### config.mk
export PLATFORM = sky130hd
export DESIGN_NAME = freq_meter_multi_flat
export DESIGN_NICKNAME = d
export VERILOG_FILES = /design/src/rtl/freq_meter_multi_if.sv /design/src/rtl/freq_meter_multi.sv /design/src/flat_wrapper.sv
export SDC_FILE = /design/constraint.sdc
export NUM_CORES = 1
export LEC_CHECK = 0
export CAP_MARGIN = 20
export CORE_MARGIN = 1.5
export CORE_UTILIZATION = 30
export CTS_CLUSTER_DIAMETER = 50
export CTS_CLUSTER_SIZE = 40
export DETAILED_ROUTE_END_ITERATION = 10
export PLACE_DENSITY = 0.59
export SLEW_MARGIN = 20
export SYNTH_ARGS = -nofsm -noshare
export SYNTH_HDL_FRONTEND = slang
export SYNTH_SLANG_ARGS = --single-unit
export TNS_END_PERCENT = 5
### constraint.sdc
create_clock -name clk -period 7.85 [get_ports clk]
set_clock_uncertainty 0.05 [all_clocks]
set_input_delay 1.57 -clock clk [delete_from_list [all_inputs] [get_ports clk]]
set_output_delay 1.57 -clock clk [all_outputs]
set_load 0.01 [all_outputs]
### src/rtl/freq_meter_multi_if.sv
// Control, measured inputs and per-channel results of the multi-channel frequency meter.
interface freq_meter_multi_if #(
    parameter int CHANNELS = 4,
    parameter int WIDTH    = 14
) ();
    logic                      en;
    logic                      mode;
    logic [CHANNELS-1:0]       signal;
    logic [CHANNELS*WIDTH-1:0] frequency;
    logic [CHANNELS-1:0]       valid;
    logic [CHANNELS-1:0]       overflow;

    modport master (
        output en,
        output mode,
        output signal,
        input  frequency,
        input  valid,
        input  overflow
    );

    modport slave (
        input  en,
        input  mode,
        input  signal,
        output frequency,
        output valid,
        output overflow
    );
endinterface

### src/rtl/freq_meter_multi.sv
// Multi-channel frequency/period meter: per-channel synchronizer and edge detector feeding
// a shared gate window (mode 0, edges per window) or per-channel period timers (mode 1).
module freq_meter_multi #(
    parameter int CHANNELS    = 4,
    parameter int WIDTH       = 14,
    parameter int GATE_CYCLES = 100000,
    parameter int SYNC_STAGES = 2
) (
    input logic               clk,
    input logic               rst,
    freq_meter_multi_if.slave bus
);
    localparam int              GW        = (GATE_CYCLES > 1) ? $clog2(GATE_CYCLES) : 1;
    localparam logic [GW-1:0]   GATE_LAST = GW'(GATE_CYCLES - 1);
    localparam logic [WIDTH-1:0] MAXV     = '1;

    logic [CHANNELS-1:0] sync_p [SYNC_STAGES];
    logic [CHANNELS-1:0] hist;
    logic [CHANNELS-1:0] edge_e;

    logic                mode_q;
    logic [GW-1:0]       gate_cnt, gate_nxt;
    logic                terminal;
    // Shared per channel: edge count in mode 0, elapsed cycles in mode 1.
    logic [WIDTH-1:0]    cnt_q   [CHANNELS];
    logic [WIDTH-1:0]    cnt_nxt [CHANNELS];
    logic [WIDTH-1:0]    res_q   [CHANNELS];
    logic [WIDTH-1:0]    res_nxt [CHANNELS];
    logic [CHANNELS-1:0] sat_q, sat_nxt;
    logic [CHANNELS-1:0] armed_q, armed_nxt;
    logic [CHANNELS-1:0] ovf_q, ovf_nxt;
    logic [CHANNELS-1:0] vld_q, vld_nxt;

    function automatic logic [WIDTH-1:0] sat_add(input logic [WIDTH-1:0] v, input logic inc);
        return (inc && (v != MAXV)) ? v + WIDTH'(1) : v;
    endfunction

    function automatic logic sat_hit(input logic [WIDTH-1:0] v, input logic inc);
        return inc && (v == MAXV);
    endfunction

    // Synchronizer and history stage
    always_ff @(posedge clk or posedge rst) begin
        if (rst) begin
            for (int s = 0; s < SYNC_STAGES; s++) sync_p[s] <= '0;
            hist <= '0;
        end else begin
            sync_p[0] <= bus.signal;
            for (int s = 1; s < SYNC_STAGES; s++) sync_p[s] <= sync_p[s-1];
            hist <= sync_p[SYNC_STAGES-1];
        end
    end

    assign edge_e = sync_p[SYNC_STAGES-1] & ~hist;

    // Measurement next-state
    always_comb begin
        gate_nxt  = gate_cnt;
        terminal  = 1'b0;
        cnt_nxt   = cnt_q;
        res_nxt   = res_q;
        sat_nxt   = sat_q;
        armed_nxt = armed_q;
        ovf_nxt   = ovf_q;
        vld_nxt   = '0;
        if (!bus.en || (bus.mode != mode_q)) begin
            // Disabled or mode just changed: drop any partial measurement.
            gate_nxt  = '0;
            sat_nxt   = '0;
            armed_nxt = '0;
            for (int i = 0; i < CHANNELS; i++) cnt_nxt[i] = '0;
        end else if (!bus.mode) begin
            terminal  = (gate_cnt == GATE_LAST);
            gate_nxt  = terminal ? '0 : gate_cnt + GW'(1);
            armed_nxt = '0;
            for (int i = 0; i < CHANNELS; i++) begin
                if (terminal) begin
                    res_nxt[i] = sat_add(cnt_q[i], edge_e[i]);
                    ovf_nxt[i] = sat_q[i] | sat_hit(cnt_q[i], edge_e[i]);
                    vld_nxt[i] = 1'b1;
                    cnt_nxt[i] = '0;
                    sat_nxt[i] = 1'b0;
                end else begin
                    cnt_nxt[i] = sat_add(cnt_q[i], edge_e[i]);
                    sat_nxt[i] = sat_q[i] | sat_hit(cnt_q[i], edge_e[i]);
                end
            end
        end else begin
            gate_nxt = '0;
            sat_nxt  = '0;
            for (int i = 0; i < CHANNELS; i++) begin
                if (edge_e[i]) begin
                    cnt_nxt[i]   = '0;
                    armed_nxt[i] = 1'b1;
                    if (armed_q[i]) begin
                        res_nxt[i] = sat_add(cnt_q[i], 1'b1);
                        ovf_nxt[i] = sat_hit(cnt_q[i], 1'b1);
                        vld_nxt[i] = 1'b1;
                    end
                end else begin
                    cnt_nxt[i] = sat_add(cnt_q[i], 1'b1);
                end
            end
        end
    end

    // State and result registers
    always_ff @(posedge clk or posedge rst) begin
        if (rst) begin
            mode_q   <= 1'b0;
            gate_cnt <= '0;
            cnt_q    <= '{default: '0};
            res_q    <= '{default: '0};
            sat_q    <= '0;
            armed_q  <= '0;
            ovf_q    <= '0;
            vld_q    <= '0;
        end else begin
            mode_q   <= bus.mode;
            gate_cnt <= gate_nxt;
            cnt_q    <= cnt_nxt;
            res_q    <= res_nxt;
            sat_q    <= sat_nxt;
            armed_q  <= armed_nxt;
            ovf_q    <= ovf_nxt;
            vld_q    <= vld_nxt;
        end
    end

    for (genvar i = 0; i < CHANNELS; i++) begin : g_out
        assign bus.frequency[i*WIDTH +: WIDTH] = res_q[i];
    end
    assign bus.valid    = vld_q;
    assign bus.overflow = ovf_q;
endmodule

### src/flat_wrapper.sv
// flat-port wrapper written by rule: the top's interface ports become plain ports
module freq_meter_multi_flat 
#(
    parameter int CHANNELS    = 4,
    parameter int WIDTH       = 14,
    parameter int GATE_CYCLES = 100000,
    parameter int SYNC_STAGES = 2
)
  (clk, rst, bus_en, bus_mode, bus_signal, bus_frequency, bus_valid, bus_overflow);
  freq_meter_multi_if #(.CHANNELS(CHANNELS), .WIDTH(WIDTH)) bus_i ();
  input logic clk;
  input logic rst;
  input wire logic [$bits(bus_i.en)-1:0] bus_en;
  input wire logic [$bits(bus_i.mode)-1:0] bus_mode;
  input wire logic [$bits(bus_i.signal)-1:0] bus_signal;
  output wire logic [$bits(bus_i.frequency)-1:0] bus_frequency;
  output wire logic [$bits(bus_i.valid)-1:0] bus_valid;
  output wire logic [$bits(bus_i.overflow)-1:0] bus_overflow;
  assign bus_i.en = bus_en;
  assign bus_i.mode = bus_mode;
  assign bus_i.signal = bus_signal;
  assign bus_frequency = bus_i.frequency;
  assign bus_valid = bus_i.valid;
  assign bus_overflow = bus_i.overflow;
  freq_meter_multi #(.CHANNELS(CHANNELS), .WIDTH(WIDTH), .GATE_CYCLES(GATE_CYCLES), .SYNC_STAGES(SYNC_STAGES)) u_core (.clk(clk), .rst(rst), .bus(bus_i));
endmodule
==> results.sh <==
export IMPL_status="completed"
export IMPL_crit_chain="clkdlybuf4s50_1, and2_1, o21ai_1, buf_4, nor2_1, nor2_1, nor4_1"
export IMPL_endpoint_kind="flop"
export IMPL_crit_top_cell="nor2_1"
export IMPL_pwr_density_cell_mw_per_mm2=185
export IMPL_dieArea_mm2=0.0298
export IMPL_yosysWarnings=0
export IMPL_clk_pin_slew_worst_paths_ns=0.07
export IMPL_row_count=61
export IMPL_cpMaxStageDelayCell="clkdlybuf4s50_1"
export IMPL_synth_area_mm2=0.00865
export IMPL_synth_top_cell_by_area="dfrtp_1"
export IMPL_crit_type="input pin to flop"
export IMPL_drive_gt1_share_pct=7.30
export IMPL_worst_path_buf_inv=2
export IMPL_ant_nets=0
export IMPL_avgRoutedWirePerCell_um=17.4
export IMPL_p_leak_nw=3.98
export IMPL_timing_fmax_mhz=235
export IMPL_vias=7700
export IMPL_relSlewSlack_pct=20.3
export IMPL_nNetsFinal=1014
export IMPL_hold_buffers=0
export IMPL_grt_pass1_wl_mm=40.3
export IMPL_hpwlAfterDp_mm=16.1
export IMPL_seq_area_frac_synth_pct=45.7
export IMPL_cp_data_arrival_time_ns=4.53
export IMPL_path_max_fanout=17
export IMPL_max_stage_delay_ns=0.84
export IMPL_path_delay_family="simple AND/OR/NAND/NOR gates"
export IMPL_antenna_found_initial=0
export IMPL_cts_num_sinks=158
export IMPL_worstMarginPinSlew_ns=1.19
export IMPL_drc=0
export IMPL_cts_resized=0
export IMPL_ir_drop_mv=0.164
export IMPL_die_h_um=173
export IMPL_h_tree_depth=4
export IMPL_ys_types=75
export IMPL_clk_latency_ns=0.44
export IMPL_async_flop_share_pct=100
export IMPL_drtIter0Drc=518
export IMPL_gp_congestion=0.848
export IMPL_placed_cell_area_mm2=0.00960
export IMPL_areaGrowthSynthToFinish_pct=18.8
export IMPL_grt_overflow=0
export IMPL_fin_crit_sh_pct=54.1
export IMPL_wl_mm=24.2
export IMPL_grt_max_degree=83
export IMPL_layout_cells_non_filler=1392
export IMPL_min_period_ns=4.25
export IMPL_start_util_pct=30.8
export IMPL_crit_path_start_kind="input pin"
export IMPL_hp_class="flop to flop"
export IMPL_synth_flop_cell="dfrtp_1"
export IMPL_numCtsBuffers=17
export IMPL_io_pins=72
export IMPL_vias_per_cell=5.53
export IMPL_design_core_area_mm2=0.0281
export IMPL_ys_seq_elements=158
export IMPL_finalInstanceArea_mm2=0.0103
export IMPL_cts_buffer_depth=2
export IMPL_finalHoldViolCount=0
export IMPL_synth_edf_count=0
export IMPL_fillers=2918
export IMPL_grt_usage_pct=16.5
export IMPL_setup_tns_ns=0
export IMPL_grt_pass1_vias=7424
export IMPL_synth_area_leaders="dfrtp_1 46%, nand2_1 4.9%, o21ai_0 4.7%"
export IMPL_setup_violations=0
export IMPL_die_width_um=173
export IMPL_root_buffer="clkbuf_16"
export IMPL_tritoncts="yes"
export IMPL_yosysTopAreaCellShare_pct=45.7
export IMPL_placed_cells=1360
export IMPL_cts_setup_buffers=0
export IMPL_portBuffers=71
export IMPL_maxCapViolCount=0
export IMPL_antenna_cells=0
export IMPL_netlist_instances=969
export IMPL_drt_pass1_iterations=5
export IMPL_final_max_slew_viol_count=0
export IMPL_required_ns=8.13
export IMPL_syn_avg_cell_area_um2=8.92
export IMPL_synth_fp_nets=982
export IMPL_rsz0062_at_grt="false"
per-layer routing:
metal  vias to the layer above  global-route usage [%]  wire length, um
met5                         -                       0                0
met4                         0                    4.67              302
met3                        27                    3.39             1730
met2                       289                    25.5            10900
met1                      3710                    23.4            11300
li1                       3674                       -                -
final timing paths:
kind,slack (ns),start,cells after the start,to
worst max-delay path,3.60,bus_mode,7,u_core.cnt_q[45]
worst min-delay path,0.30,u_core.sync_p[7],0,u_core.sync_p[3]
worst max register to register,4.75,u_core.cnt_q[28],6,u_core.bus.frequency[25]
worst min register to register,0.30,u_core.sync_p[7],0,u_core.sync_p[3]
max in group asynchronous,4.99,rst,3,u_core.cnt_q[21]
min in group asynchronous,1.58,rst,2,u_core.sync_p[4]
synthesized netlist by cell type (5+ instances only):
library cell / number
o211ai_1: 8
o21ai_0: 82
xnor2_1: 12
o32ai_1: 6
nand3_1: 37
o21ai_1: 6
nor4_1: 8
o31a_1: 6
a21o_1: 7
nor2_1: 88
a31oi_1: 11
a221oi_1: 9
nand2b_1: 7
clkbuf_1: 49
buf_2: 9
nand4_1: 20
a41oi_1: 7
nor3_1: 26
and3_1: 23
buf_6: 6
ha_1: 5
o31ai_1: 6
dfrtp_1: 158
a31o_2: 11
a21oi_1: 81
a311oi_1: 21
inv_1: 13
nand2_1: 113
and2_1: 7
and4_1: 7
mux2i_1: 15
a211oi_1: 11
o22ai_1: 5
xor2_1: 12
power breakdown:
part           switching, mW  internal [mW]  leakage, nW
clock network          0.362          0.585        0.313
logic                 0.0836         0.0379         1.51
registers            0.00962          0.826         2.16
total                  0.456           1.45         3.98
final cells by class:
cell class / instances / area [um2] / area share [%]
clock buffers: 20 / 457 / 4.45
clock inverters: 12 / 208 / 2.02
inverters: 14 / 57.6 / 0.560
well taps: 378 / 473 / 4.60
flip-flops and latches: 158 / 3950 / 38.5
multi-input cells: 729 / 4330 / 42.2
repair buffers: 81 / 790 / 7.69
cells in the final DEF, fill, tap and decap left out, types with 5 or more instances in the layout:
cell / Yosys / routed
buf_4: 1 / 9
mux2i_1: 15 / 15
dfrtp_1: 158 / 158
ha_1: 5 / 5
nor3_1: 26 / 26
a31oi_1: 11 / 11
nand4_1: 20 / 20
a21oi_1: 81 / 81
o31a_1: 6 / 6
a21o_1: 7 / 7
o211ai_1: 8 / 8
bufinv_16: 0 / 5
nor4_1: 8 / 6
clkbuf_16: 0 / 17
o21ai_1: 6 / 6
nor2_1: 88 / 88
a311oi_1: 21 / 21
o32ai_1: 6 / 6
nand2_1: 113 / 113
and3_1: 23 / 23
a31o_2: 11 / 11
inv_1: 13 / 12
xnor2_1: 12 / 12
a41oi_1: 7 / 7
a211oi_1: 11 / 11
a221oi_1: 9 / 9
xor2_1: 12 / 12
nand2b_1: 7 / 7
o22ai_1: 5 / 5
and4_1: 7 / 7
o31ai_1: 6 / 6
and2_1: 7 / 7
nand3_1: 37 / 37
o21ai_0: 82 / 82
clkdlybuf4s50_1: 0 / 71
per-stage QoR:
step / power (mW) / setup slack (ns) / hold slack [ns] / utilization (%)
floorplan: 0.925 / 1.97 / 0.281 / -
global placement: 0.973 / 3.21 / 0.285 / 34.2
detailed placement: 0.974 / 3.07 / 0.286 / 34.2
CTS: 1.92 / 3.57 / 0.302 / 36.5
global route: 1.97 / 3.27 / 0.314 / 36.6
finish: 1.90 / 3.60 / 0.301 / 36.6
kinds of logic (layout without fill, tap and decap cells):
| kind of cell | count (synthesis) | in the layout | share of synthesized area, % |
|---|---|---|---|
| buffers and inverters | 82 | 127 | 4.28 |
| adders and majority gates | 5 | 5 | 0.724 |
| xor gates and xnor gates | 24 | 24 | 2.43 |
| and+or+nand+nor | 371 | 371 | 21.3 |
| muxes | 18 | 18 | 2.13 |
| DFF | 158 | 158 | 45.7 |
| AOI/OAI and AO/OA | 311 | 311 | 23.4 |
flip-flops by register name, summed over array words and instances, names as in the netlist:
register              cells
u_core.armed_q            4
u_core.bus.frequency     56
u_core.bus.overflow       4
u_core.bus.valid          4
u_core.cnt_q             56
u_core.gate_cnt          17
u_core.hist               4
u_core.mode_q             1
u_core.sat_q              4
u_core.sync_p             8
No activity file was read; power rests on OpenSTA's default activity.
